File: config.mk
export PLATFORM = sky130hd
export DESIGN_NAME = uart_tx_param_flat
export DESIGN_NICKNAME = d
export VERILOG_FILES = /design/src/rtl/uart_pkg.sv /design/src/rtl/uart_tx_param_if.sv /design/src/rtl/uart_tx_fifo.sv /design/src/rtl/uart_tx_param.sv /design/src/flat_wrapper.sv
export SDC_FILE = /design/constraint.sdc
export NUM_CORES = 1
export LEC_CHECK = 0
export CORE_MARGIN = 8
export CORE_UTILIZATION = 35
export DETAILED_ROUTE_END_ITERATION = 10
export PLACE_DENSITY = 0.5
export SLEW_MARGIN = 15
export SYNTH_ARGS = -nofsm -noshare
export SYNTH_HDL_FRONTEND = slang
export SYNTH_SLANG_ARGS = --single-unit
File: constraint.sdc
create_clock -name clk -period 4.4 [get_ports clk]
set_clock_uncertainty 0.05 [all_clocks]
set_input_delay 0.88 -clock clk [delete_from_list [all_inputs] [get_ports clk]]
set_output_delay 0.88 -clock clk [all_outputs]
set_load 0.01 [all_outputs]
File: src/rtl/uart_pkg.sv
// Shared UART definitions for the TX and RX paths.
// Holds parity modes, the FSM encoding and the baud divisor helper.
package uart_pkg;

  localparam int unsigned PAR_NONE = 0;
  localparam int unsigned PAR_ODD  = 1;
  localparam int unsigned PAR_EVEN = 2;

  typedef enum logic [2:0] {
    StIdle,
    StStart,
    StData,
    StParity,
    StStop
  } uart_state_e;

  // Rounded to the nearest integer divisor
  function automatic int unsigned calc_div(input int unsigned clk_freq, input int unsigned baud);
    return (clk_freq + baud / 2) / baud;
  endfunction

endpackage

File: src/rtl/uart_tx_param_if.sv
// Valid/ready write port carrying words from the host into the transmitter.
interface uart_tx_param_if #(
  parameter int unsigned DATA_BITS = 8
);

  logic                 tx_valid;
  logic [DATA_BITS-1:0] tx_data;
  logic                 tx_ready;

  modport master (output tx_valid, output tx_data, input tx_ready);
  modport slave  (input tx_valid, input tx_data, output tx_ready);

endinterface

File: src/rtl/uart_tx_fifo.sv
// Synchronous FIFO with occupancy count; the caller must not push when full.
// Shared between the UART transmit and receive paths.
module uart_tx_fifo #(
  parameter int unsigned WIDTH = 8,
  parameter int unsigned DEPTH = 16
) (
  input  logic                     clk,
  input  logic                     rst_n,
  input  logic                     push,
  input  logic [WIDTH-1:0]         push_data,
  input  logic                     pop,
  output logic [WIDTH-1:0]         pop_data,
  output logic                     full,
  output logic                     empty,
  output logic [$clog2(DEPTH):0]   count
);

  localparam int unsigned PtrW = $clog2(DEPTH);

  logic [WIDTH-1:0] mem_q [DEPTH];
  logic [PtrW-1:0]  wr_ptr_q, rd_ptr_q;
  logic [PtrW:0]    count_q;
  logic             do_push, do_pop;

  assign full    = (count_q == (PtrW + 1)'(DEPTH));
  assign empty   = (count_q == '0);
  assign do_push = push && !full;
  assign do_pop  = pop && !empty;

  // Pointers wrap naturally since DEPTH is a power of two
  always_ff @(posedge clk or negedge rst_n) begin
    if (!rst_n) begin
      wr_ptr_q <= '0;
      rd_ptr_q <= '0;
      count_q  <= '0;
    end else begin
      if (do_push) wr_ptr_q <= wr_ptr_q + PtrW'(1);
      if (do_pop)  rd_ptr_q <= rd_ptr_q + PtrW'(1);
      if (do_push && !do_pop) begin
        count_q <= count_q + (PtrW + 1)'(1);
      end else if (do_pop && !do_push) begin
        count_q <= count_q - (PtrW + 1)'(1);
      end
    end
  end

  always_ff @(posedge clk) begin
    if (do_push) mem_q[wr_ptr_q] <= push_data;
  end

  assign pop_data = mem_q[rd_ptr_q];
  assign count    = count_q;

endmodule

File: src/rtl/uart_tx_param.sv
// Parametrised UART transmitter: FIFO-fronted, LSB-first, optional parity,
// 1 or 2 stop bits, frames sent back-to-back while the FIFO holds data.
module uart_tx_param
  import uart_pkg::*;
#(
  parameter int unsigned CLK_FREQ   = 50000000,
  parameter int unsigned BAUD_RATE  = 9600,
  parameter int unsigned DATA_BITS  = 8,
  parameter int unsigned PARITY     = 0,
  parameter int unsigned STOP_BITS  = 1,
  parameter int unsigned FIFO_DEPTH = 16
) (
  input  logic                          clk,
  input  logic                          rst_n,
  uart_tx_param_if.slave                wr,
  output logic                          tx,
  output logic                          tx_busy,
  output logic [$clog2(FIFO_DEPTH):0]   fifo_count
);

  localparam int unsigned DIV  = calc_div(CLK_FREQ, BAUD_RATE);
  localparam int unsigned CntW = $clog2(STOP_BITS * DIV);
  localparam int unsigned BitW = $clog2(DATA_BITS);
  localparam int unsigned CW   = $clog2(FIFO_DEPTH) + 1;

  if (DIV < 2 || DATA_BITS < 5 || DATA_BITS > 9 || PARITY > 2 ||
      STOP_BITS < 1 || STOP_BITS > 2 || FIFO_DEPTH < 2 ||
      (FIFO_DEPTH & (FIFO_DEPTH - 1)) != 0) begin : g_param_check
    $error("uart_tx_param: illegal parameter combination");
  end

  uart_state_e          state_q, state_d;
  logic [CntW-1:0]      baud_q, baud_d;
  logic [BitW-1:0]      bit_q, bit_d;
  logic [DATA_BITS-1:0] shift_q, shift_d;
  logic                 par_q, par_d;
  logic                 tx_q, tx_d;
  logic                 ready_q, ready_d;
  logic                 busy_q, busy_d;
  logic                 push, pop, bit_end;
  logic                 fifo_full, fifo_empty;
  logic [DATA_BITS-1:0] fifo_rdata;
  logic [CW-1:0]        count_nxt;

  assign push = wr.tx_valid && ready_q && !fifo_full;

  uart_tx_fifo #(
    .WIDTH (DATA_BITS),
    .DEPTH (FIFO_DEPTH)
  ) u_fifo (
    .clk       (clk),
    .rst_n     (rst_n),
    .push      (push),
    .push_data (wr.tx_data),
    .pop       (pop),
    .pop_data  (fifo_rdata),
    .full      (fifo_full),
    .empty     (fifo_empty),
    .count     (fifo_count)
  );

  always_comb begin
    state_d = state_q;
    baud_d  = baud_q;
    bit_d   = bit_q;
    shift_d = shift_q;
    par_d   = par_q;
    pop     = 1'b0;
    bit_end = (baud_q == CntW'(DIV - 1));

    unique case (state_q)
      StIdle: begin
        if (!fifo_empty) pop = 1'b1;
      end
      StStart: begin
        if (bit_end) begin
          state_d = StData;
          baud_d  = '0;
        end else begin
          baud_d = baud_q + CntW'(1);
        end
      end
      StData: begin
        if (bit_end) begin
          baud_d  = '0;
          shift_d = shift_q >> 1;
          if (bit_q == BitW'(DATA_BITS - 1)) begin
            bit_d   = '0;
            state_d = (PARITY != PAR_NONE) ? StParity : StStop;
          end else begin
            bit_d = bit_q + BitW'(1);
          end
        end else begin
          baud_d = baud_q + CntW'(1);
        end
      end
      StParity: begin
        if (bit_end) begin
          state_d = StStop;
          baud_d  = '0;
        end else begin
          baud_d = baud_q + CntW'(1);
        end
      end
      StStop: begin
        if (baud_q == CntW'(STOP_BITS * DIV - 1)) begin
          state_d = StIdle;
          baud_d  = '0;
          if (!fifo_empty) pop = 1'b1;
        end else begin
          baud_d = baud_q + CntW'(1);
        end
      end
      default: state_d = StIdle;
    endcase

    // A pop always starts a fresh frame with a full-length start bit
    if (pop) begin
      state_d = StStart;
      baud_d  = '0;
      bit_d   = '0;
      shift_d = fifo_rdata;
      par_d   = (PARITY == PAR_ODD) ? ~^fifo_rdata : ^fifo_rdata;
    end

    tx_d = 1'b1;
    unique case (state_d)
      StStart:  tx_d = 1'b0;
      StData:   tx_d = shift_d[0];
      StParity: tx_d = par_d;
      default:  tx_d = 1'b1;
    endcase

    count_nxt = fifo_count + CW'(push) - CW'(pop);
    ready_d   = (count_nxt != CW'(FIFO_DEPTH));
    busy_d    = (state_d != StIdle) || (count_nxt != '0);
  end

  always_ff @(posedge clk or negedge rst_n) begin
    if (!rst_n) begin
      state_q <= StIdle;
      baud_q  <= '0;
      bit_q   <= '0;
      shift_q <= '0;
      par_q   <= 1'b0;
      tx_q    <= 1'b1;
      ready_q <= 1'b0;
      busy_q  <= 1'b0;
    end else begin
      state_q <= state_d;
      baud_q  <= baud_d;
      bit_q   <= bit_d;
      shift_q <= shift_d;
      par_q   <= par_d;
      tx_q    <= tx_d;
      ready_q <= ready_d;
      busy_q  <= busy_d;
    end
  end

  assign tx          = tx_q;
  assign tx_busy     = busy_q;
  assign wr.tx_ready = ready_q;

endmodule
File: src/flat_wrapper.sv
// flat-port wrapper written by rule: the top's interface ports become plain ports
module uart_tx_param_flat import uart_pkg::*;
#(
  parameter int unsigned CLK_FREQ   = 50000000,
  parameter int unsigned BAUD_RATE  = 9600,
  parameter int unsigned DATA_BITS  = 8,
  parameter int unsigned PARITY     = 0,
  parameter int unsigned STOP_BITS  = 1,
  parameter int unsigned FIFO_DEPTH = 16
)
  (clk, rst_n, tx, tx_busy, fifo_count, wr_tx_valid, wr_tx_data, wr_tx_ready);
  uart_tx_param_if #(.DATA_BITS(DATA_BITS)) wr_i ();
  input  logic clk;
  input  logic rst_n;
  output logic tx;
  output logic tx_busy;
  output logic [$clog2(FIFO_DEPTH):0] fifo_count;
  input wire logic [$bits(wr_i.tx_valid)-1:0] wr_tx_valid;
  input wire logic [$bits(wr_i.tx_data)-1:0] wr_tx_data;
  output wire logic [$bits(wr_i.tx_ready)-1:0] wr_tx_ready;
  assign wr_i.tx_valid = wr_tx_valid;
  assign wr_i.tx_data = wr_tx_data;
  assign wr_tx_ready = wr_i.tx_ready;
  uart_tx_param #(.CLK_FREQ(CLK_FREQ), .BAUD_RATE(BAUD_RATE), .DATA_BITS(DATA_BITS), .PARITY(PARITY), .STOP_BITS(STOP_BITS), .FIFO_DEPTH(FIFO_DEPTH)) u_core (.clk(clk), .rst_n(rst_n), .wr(wr_i), .tx(tx), .tx_busy(tx_busy), .fifo_count(fifo_count));
endmodule
**Word level (Yosys, flattened, before mapping)**

Memory sizes are Yosys's and may differ from the RTL's.
Index checks and enable logic that the tools add are counted.

- Shift-type cells: 0
- Equality and inequality tests: 11
- Bitwise operators: 0
- Order comparisons: 0
- Muxes and demuxes: 26
- Divide/modulo/power cells: 0
- Reductions and logical operators: 22
- Add/subtract/negate cells: 8
- $mul: 0

Operators by type and width:

| kind | number |
|---|---|
| $mux W13 | 3 |
| $mux W3 | 10 |
| $mux W8 | 3 |
| $pmux W3 S5 | 1 |
| $add A13 B1 Y13 const B | 1 |
| $eq A13 B13 Y1 const B | 1 |
| $eq A3 B2 Y1 const B | 4 |
| $mux W5 | 2 |
| $add A4 B1 Y4 const B | 2 |
| $reduce_bool A2 Y1 | 4 |
| $reduce_xor A8 Y1 | 1 |
| $eq A3 B1 Y1 const B | 2 |
| $eq A3 B3 Y1 const B | 2 |
| $logic_and A1 B1 Y1 | 6 |
| $add A5 B1 Y5 | 1 |
| $add A5 B1 Y5 const B | 1 |
| $eq A5 B5 Y1 const B | 1 |
| $logic_not A5 Y1 | 1 |
| $mux W1 | 5 |
| $ne A5 B5 Y1 const B | 1 |
| $reduce_bool A5 Y1 | 1 |
| $sub A5 B1 Y5 | 1 |
| $sub A5 B1 Y5 const B | 1 |
| $logic_not A1 Y1 | 4 |
| 8 further kinds | 8 |

- ROM bits: 0
- Memory bits (writable): 128
- Output and inout port bits: 8
- Latch bits: 0
- Bits of input ports: 11
- Bits in registers: 44
- Memories: 1

Memory list:

| memory | words | width | read ports | clocked after memory_dff | write ports | line | RTL |
|---|---|---|---|---|---|---|---|
| u_core.u_fifo.mem_q | 16 | 8 | 1 | 0 | 1 | uart_tx_fifo.sv:20 | `logic [WIDTH-1:0] mem_q [DEPTH];` |

**Depth between registers and ports, before layout**

Gate-level depths: netlist of the first run.

- Depth after elaboration: 8
- Mapped depth: 16
- Depth with buffers taken out: 15

**Hierarchy**

A second synthesis of the first run with hierarchy kept.

- Cells, all modules: 512
- Area, all modules: 7617.3 µm²

Modules (own cells, without submodules):

| module | area each (µm²) | instances | cells an instance | sequential area each (µm²) |
|---|---|---|---|---|
| uart_tx_fifo | 5774.3 | 1 | 322 | 4169.0 |
| uart_tx_param | 1843.0 | 1 | 190 | 777.0 |

**Least setup slack after synthesis of the first run**

Ideal clock, no wire load.

- Kind: reg-to-reg
- Start: register u_core.baud_q[8]
- End: register u_core.busy_q (netlist: u_core.tx_busy)
- Buffers on the path: 2
- Arrival time: 3.581 ns
- Slack: 0.637 ns
- Stages on the path, launching flop included: 15
- Data required time: 4.219 ns
- Setup time: 0.131 ns
- Path through: dfrtp_1 -> or4b_4 -> or4_1 -> buf_6 -> a21oi_4 -> inv_2 -> buf_2 -> nand2_1 -> nand2_1 -> ha_1 -> fa_1 -> xor2_1 -> nor4_1 -> o311ai_0 -> or3_1

- Cells in the longest elaborated chain, start to end: 6
- Elaborated cells on any way between the ends: 13
- Those cells by class: add/sub (1); eq/ne (1); mux (8); reduce/logical (3)

RTL lines:

| element | line | RTL |
|---|---|---|
| from (decl) | uart_tx_param.sv:33 | `logic [CntW-1:0] baud_q, baud_d;` |
| from (signal assigned) | uart_tx_param.sv:151 | `baud_q <= baud_d;` |
| $eq A13 B13 Y1 (*) | uart_tx_param.sv:69, uart_tx_param.sv:106 |  |
| $mux W1, or another cell as far along | uart_tx_param.sv:106 | `if (baud_q == CntW'(STOP_BITS * DIV - 1)) begin` |
| $pmux W1 S2 / $pmux W3 S5 (equally long branches) | uart_tx_param.sv:71 | `unique case (state_q)` |
| $sub A5 B1 Y5 / $mux W3 (equally long branches) | uart_tx_param.sv:134, uart_tx_param.sv:118 |  |
| $reduce_bool A5 Y1 / $reduce_bool A3 Y1 (equally long branches) | uart_tx_param.sv:136 | `busy_d = (state_d != StIdle) \|\| (count_nxt != '0);` |
| $logic_or A1 B1 Y1 (*) | uart_tx_param.sv:136 |  |
| named net u_core.busy_d | uart_tx_param.sv:39 | `logic busy_q, busy_d;` |
| to (signal assigned) | uart_tx_param.sv:157 | `busy_q <= busy_d;` |
| to (decl) | uart_tx_param.sv:39 |  |

Mark *: on every way through the listed nets, which the timed path passes. The rest lies on a longest branch.
A chain may end at the register's enable or synchronous reset.

**Worst setup path after layout of the first run**

Same ends and word-level chain as after synthesis.

==> results.py, run 1 <==
metrics = {
    "flow_run": {
        "max_cap_violations": 0,
    },
    "logic_synthesis": {
        "synth_top_area_share_pct": 51.4,
        "synth_ff_type": "edfxtp_1",
        "ys_seq_elements": 172,
        "synth-seq-area-share_pct": 66.1,
        "synth_top_area_cell": "edfxtp_1",
        "synth_cell_types": 51,
        "synth_area_per_cell_um2": 15.1,
        "syn-num-nets": 526,
        "synth_area_um2": 7480,
        "async_reset_ff_share_pct": 25.6,
        "yosys_warnings": 0,
        "synth_area_leaders": "edfxtp_1, dfrtp_1, mux4_2, ha_1, nand2_1",
        "synth_cells": 496,
        "synth_edf_count": 128,
    },
    "clocking": {
        "clock_path_buffers": 2,
        "clock-sinks": 172,
        "clkTransAtPathRegs_ns": 0.07,
        "postCtsResizedCells": 0,
        "cts_buffers": 17,
        "htree_levels": 4,
        "cts_tree": "done",
        "cts_root_buf": "clkbuf_16",
        "hold_buffers": 0,
        "insertion_delay_ns": 0.43,
        "cts_setup_buffers": 0,
    },
    "timing": {
        "setup-violations-final": 0,
        "fmax_mhz": 255,
        "rsz0062_at_grt": "no",
        "slew_violations": 0,
        "finalWorstSetupSlack_ns": 0.480,
        "worst-slew-pin-transition_ns": 0.939,
        "timing.slew.headroom_pct": 37.2,
        "fin_crit_sh_pct": 89.1,
        "finalHoldViolCount": 0,
        "tns_ns": 0,
        "fin_crit_ns": 3.92,
    },
    "floorplan": {
        "chipHeight_um": 162,
        "die_w_um": 162,
        "initial_utilization_pct": 35.6,
        "ioPinCount": 19,
        "rows": 53,
        "core_um2": 21000,
        "die_area_um2": 26300,
    },
    "placement": {
        "port_buffers": 18,
        "dp.cells": 777,
        "hpwlAfterDp_mm": 10.0,
        "place_ws_ns": 0.504,
        "gp_congestion": 0.758,
    },
    "global_route": {
        "first_global_vias": 4263,
        "antenna_found_initial": 0,
        "busiest_layer": "met2",
        "met1_usage_pct": 14.7,
        "grt_use_met3_pct": 3.14,
        "grt_usage_pct": 12.2,
        "grt-ovfl-total": 0,
        "use_met2_pct": 20.6,
        "grt_pass1_wl_mm": 24.3,
        "grt_max_degree": 45,
    },
    "power": {
        "powerDensity_nw_per_um2": 496,
        "pwr-share-comb_pct": 16.8,
        "p_leak_nw": 3.08,
        "switching_share_pct": 28.3,
        "clkPwrFrac_pct": 35.7,
        "p_int_mw": 3.06,
        "ir_worst_vdd_uv": 240,
        "power_switching_mw": 1.21,
        "power_frac_seq_pct": 47.5,
    },
    "route": {
        "drtIter0Drc": 262,
        "antenna_left": 0,
        "via_per_inst": 5.08,
        "drtPass1Iterations": 4,
        "drcViolationCount": 0,
        "routed_wl_mm": 15.1,
        "routedWlPerCell_um": 18.7,
        "num_vias": 4106,
    },
    "worst_setup_path": {
        "critPathRequiredTime_ns": 4.66,
        "cp_max_fo": 17,
        "setup.worst_path.end_class": "flop",
        "crit_type": "flop to flop",
        "cp-start-kind": "flop",
        "r2r_cells": 12,
        "worstPathArrival_ns": 4.18,
    },
    "layout": {
        "layout_commonest_cell": "edfxtp_1",
        "final_cell_mix": "edfxtp_1, nand2_1, dfrtp_1",
        "final_layout_size_suffix_gt1_share_pct": 15.9,
        "diodes": 0,
        "layout.cells.non_filler": 809,
        "nNetsFinal": 551,
        "area_growth_pct": 15.1,
    },
    "status": {
        "status": "completed",
    },
    "hold_path": {
        "hold_path.class": "input port to async pin",
    },
}
-- area by class of cell --
cell class / count / area [µm²]
fillers: 1904 / 12400
flip-flops and latches: 172 / 4950
multi-input cells: 292 / 2400
clock buffers: 17 / 425
well taps: 275 / 344
repair buffers: 29 / 273
clock inverters: 15 / 184
inverters: 9 / 33.8
-- routing by layer --
layer  share of wire, %  wire [µm]  vias up
li1                   -          -     1941
met1                 44       6620     2093
met2                 52       7820       57
met3                2.9        438       15
met4                1.5        223        0
met5                  0          0        -
-- cells by family (layout without fill, tap and decap cells) --
logic type / after synthesis / in the layout / synth area share [%]
DFF: 172 / 172 / 66.1
and+or+nand+nor: 131 / 131 / 8.48
AOI/OAI and AO/OA: 75 / 75 / 6.39
muxes: 43 / 43 / 11.0
buffers and inverters: 32 / 70 / 1.82
xor gates and xnor gates: 24 / 24 / 2.81
adders and majority gates: 19 / 19 / 3.38
-- Yosys cell counts (all sizes together), types with 3 or more instances --
cell / instances
nor3: 6
mux2i: 10
nor4: 3
xnor2: 17
nand2b: 7
buf: 10
edfxtp: 128
o21ai: 32
nand3: 17
clkbuf: 13
and3: 6
nor2: 28
dfrtp: 43
a21o: 4
nand2: 46
a31oi: 3
ha: 17
a22oi: 14
nor2b: 4
xor2: 7
mux4: 31
inv: 9
a21oi: 9
-- path summary, 6_finish.rpt --
path	to	startpoint	slack, ns
setup / recovery	u_core.tx_busy$_DFF_PN0_	u_core.baud_q[8]$_DFFE_PN0P_	0.48
hold / removal	u_core.baud_q[0]$_DFFE_PN0P_	rst_n	0.40
setup reg to reg	u_core.tx_busy$_DFF_PN0_	u_core.baud_q[8]$_DFFE_PN0P_	0.48
hold reg to reg	u_core.baud_q[12]$_DFFE_PN0P_	u_core.baud_q[12]$_DFFE_PN0P_	0.44
max in group asynchronous	u_core.u_fifo.rd_ptr_q[0]$_DFFE_PN0P_	rst_n	3.48
min in group clk	u_core.baud_q[12]$_DFFE_PN0P_	u_core.baud_q[12]$_DFFE_PN0P_	0.44
-- worst max-delay path, stage by stage (launching register included) --
cell      delay (ns)
dfrtp_1         0.41
or4b_4          0.57
or4_1           0.61
a21oi_4         0.21
inv_2           0.18
nand2_1         0.11
nand2_1         0.06
ha_1            0.21
fa_1            0.41
xor2_1          0.18
nor4_1          0.28
o311ai_0        0.19
or3_1           0.33
-- through the flow --
stage / hold WS (ns) / utilization [%] / instance area, µm² / total power, mW
after floorplan: 0.392 / - / 7480 / 2.54
after global placement: 0.433 / 38.0 / 7990 / 2.77
final: 0.398 / 41.0 / 8610 / 4.27
after detailed placement: 0.430 / 38.0 / 8000 / 2.80
after CTS: 0.442 / 40.9 / 8610 / 4.34
after global routing: 0.436 / 41.0 / 8610 / 4.48
-- state kept, by name, summed over array words and instances, names as in the netlist --
name / count
u_core.baud_q: 13
u_core.bit_q: 3
u_core.par_q: 1
u_core.shift_q: 8
u_core.state_q: 3
u_core.tx: 1
u_core.tx_busy: 1
u_core.u_fifo.count: 5
u_core.u_fifo.mem_q: 128
u_core.u_fifo.rd_ptr_q: 4
u_core.u_fifo.wr_ptr_q: 4
u_core.wr.tx_ready: 1
-- power by group through the flow --
stage | Clock, mW | Sequential (mW) | Combinational (mW)
2_1_floorplan | 0 | 2.03 | 0.507
3_3_place_gp | 0 | 2.06 | 0.715
3_5_place_dp | 0 | 2.07 | 0.736
4_1_cts | 1.56 | 2.03 | 0.740
5_1_grt | 1.63 | 2.05 | 0.810
6_report | 1.52 | 2.03 | 0.720
Note: power is estimated with default switching activity, not from simulation.
==> run 2: changes to the inputs <==
--- a/config.mk
+++ b/config.mk
@@ -9,6 +9,7 @@
 export CORE_UTILIZATION = 35
 export DETAILED_ROUTE_END_ITERATION = 10
 export PLACE_DENSITY = 0.5
+export RECOVER_POWER = 100
 export SLEW_MARGIN = 15
 export SYNTH_ARGS = -nofsm -noshare
 export SYNTH_HDL_FRONTEND = slang
==> results.py, run 2 (synthesized netlist as in run 1, its figures left out) <==
metrics = {
    "status": {
        "status": "complete, but fails checks",
        "violations": "capacitance limit, slew limit",
    },
    "global_route": {
        "grt_max_degree": 45,
        "antenna_found_initial": 0,
        "grt-ovfl-total": 0,
        "grt_usage_pct": 12.2,
        "grt_pass1_wl_mm": 24.3,
        "busiest_layer": "met2",
        "use_met2_pct": 20.6,
        "first_global_vias": 4263,
        "grt_use_met3_pct": 3.14,
        "met1_usage_pct": 14.7,
    },
    "layout": {
        "regMostFlops": "u_core.u_fifo.mem_q",
        "area_growth_pct": 14.6,
        "largest_reg_flops": 128,
        "final_util_pct": 40.8,
        "final_cell_mix": "edfxtp_1, nand2_1, dfrtp_1",
        "largestRegisters": "u_core.u_fifo.mem_q x128, u_core.baud_q x13, u_core.shift_q x8",
        "final_layout_size_suffix_gt1_share_pct": 13.9,
        "diodes": 0,
        "layout_commonest_cell": "edfxtp_1",
        "nNetsFinal": 551,
    },
    "worst_setup_path": {
        "crit_top_cell": "nand2_1",
        "cp_cell_sequence": "or4b_1 -> or4_1 -> a21oi_4 -> inv_2 -> nand2_1 -> nand2_1 -> ha_1 -> fa_1 -> xor2_1 -> nor4_1 -> o311ai_0 -> or3_1",
        "rrSetupSlack_ns": 0.44,
        "cp_max_fo": 17,
        "setup.worst_path.end_class": "flop",
        "cpPeakStageDelay_ns": 0.62,
        "slowest_stage": "or4_1",
        "worstPathArrival_ns": 4.22,
        "critPathRequiredTime_ns": 4.66,
        "crit_type": "flop to flop",
        "cp-start-kind": "flop",
    },
    "floorplan": {
        "core_um2": 21000,
        "die_w_um": 162,
        "die_area_um2": 26300,
        "rows": 53,
        "chipHeight_um": 162,
        "initial_utilization_pct": 35.6,
        "ioPinCount": 19,
    },
    "power": {
        "switching_share_pct": 28.4,
        "power_frac_seq_pct": 47.7,
        "p_int_mw": 3.04,
        "power_switching_mw": 1.20,
        "clkPwrFrac_pct": 35.8,
        "pwr-share-comb_pct": 16.5,
        "ir_worst_vdd_uv": 239,
        "p_leak_nw": 3.05,
        "total_power_mw": 4.25,
        "powerDensity_nw_per_um2": 496,
    },
    "placement": {
        "gp_congestion": 0.758,
        "hpwlAfterDp_mm": 10.0,
        "port_buffers": 18,
    },
    "timing": {
        "fmax_mhz": 253,
        "slew_violations": 45,
        "fin_crit_ns": 3.96,
        "fin_crit_sh_pct": 90.0,
        "setup-violations-final": 0,
        "timing.slew.headroom_pct": -65.3,
        "rsz0062_at_grt": "no",
        "worst-slew-pin-transition_ns": 2.48,
        "tns_ns": 0,
        "finalHoldViolCount": 0,
    },
    "clocking": {
        "cts_setup_buffers": 0,
        "cts_root_buf": "clkbuf_16",
        "postCtsResizedCells": 0,
        "clkTransAtPathRegs_ns": 0.07,
        "hold_buffers": 0,
        "cts_buffers": 17,
        "insertion_delay_ns": 0.43,
        "cts_tree": "done",
        "clock-sinks": 172,
        "htree_levels": 4,
        "clock_path_buffers": 2,
    },
    "route": {
        "via_per_inst": 5.08,
        "routed_wl_mm": 15.0,
        "drcViolationCount": 0,
        "drtPass1Iterations": 4,
        "routedWlPerCell_um": 18.6,
        "antenna_left": 0,
        "drtIter0Drc": 239,
        "num_vias": 4112,
    },
    "hold_path": {
        "hold_path.class": "flop to flop",
    },
    "flow_run": {
        "max_cap_violations": 1,
    },
}
## run 2: cell count changes in the layout (fill, tap and decap cells not counted), sizes merged
cell / change
clkdlybuf4s50: -17
clkbuf: +8
buf: -8
dlygate4sd3: +17
## run 2: worst max-delay path, delay by kind of cell (launching register included)
kind	cells	cell delay [ns]
xor+xnor	1	0.18
simple gates	6	2.00
fa+ha+maj	2	0.62
compound gates	2	0.40
buf+inv	1	0.18
flops	1	0.43
## run 2: through the flow
step	instance area [µm²]	hold slack [ns]	setup WS (ns)	std cells
6_report	8570	0.437	0.440	809
5_1_grt	8570	0.484	0.201	809
4_1_cts	8610	0.442	0.467	809
3_5_place_dp	8000	0.430	0.504	777
3_3_place_gp	7990	0.433	0.594	777
2_1_floorplan	7480	0.392	0.637	496
## run 2: final timing paths
| path | depth (start not counted) | from | end |
|---|---|---|---|
| max reg2reg | 12 | u_core.baud_q[9]$_DFFE_PN0P_ | u_core.tx_busy$_DFF_PN0_ |
| min reg2reg | 1 | u_core.baud_q[12]$_DFFE_PN0P_ | u_core.baud_q[12]$_DFFE_PN0P_ |
| max in group asynchronous | 1 | rst_n | u_core.baud_q[10]$_DFFE_PN0P_ |
| max | 12 | u_core.baud_q[9]$_DFFE_PN0P_ | u_core.tx_busy$_DFF_PN0_ |
| min | 1 | u_core.baud_q[12]$_DFFE_PN0P_ | u_core.baud_q[12]$_DFFE_PN0P_ |
| min in group asynchronous | 1 | rst_n | u_core.baud_q[0]$_DFFE_PN0P_ |
## run 2: layer usage
layer,wire (µm),vias to the layer above
met2,7850,51
met4,204,0
met5,0,-
li1,-,1944
met1,6540,2103
met3,445,14
## run 2: cell type report
class | count | area, µm²
Clock inverter | 15 | 184
Multi-Input combinational cell | 292 | 2390
Clock buffer | 17 | 425
Tap cell | 275 | 344
Inverter | 9 | 33.8
Sequential cell | 172 | 4950
Fill cell | 1915 | 12500
Timing Repair Buffer | 29 | 243
## run 2: power by group through the flow
stage	clock network, mW	logic (mW)	registers, mW
4_1_cts	1.56	0.740	2.03
2_1_floorplan	0	0.507	2.03
3_3_place_gp	0	0.715	2.06
3_5_place_dp	0	0.736	2.07
5_1_grt	1.63	0.789	2.05
6_report	1.52	0.699	2.03
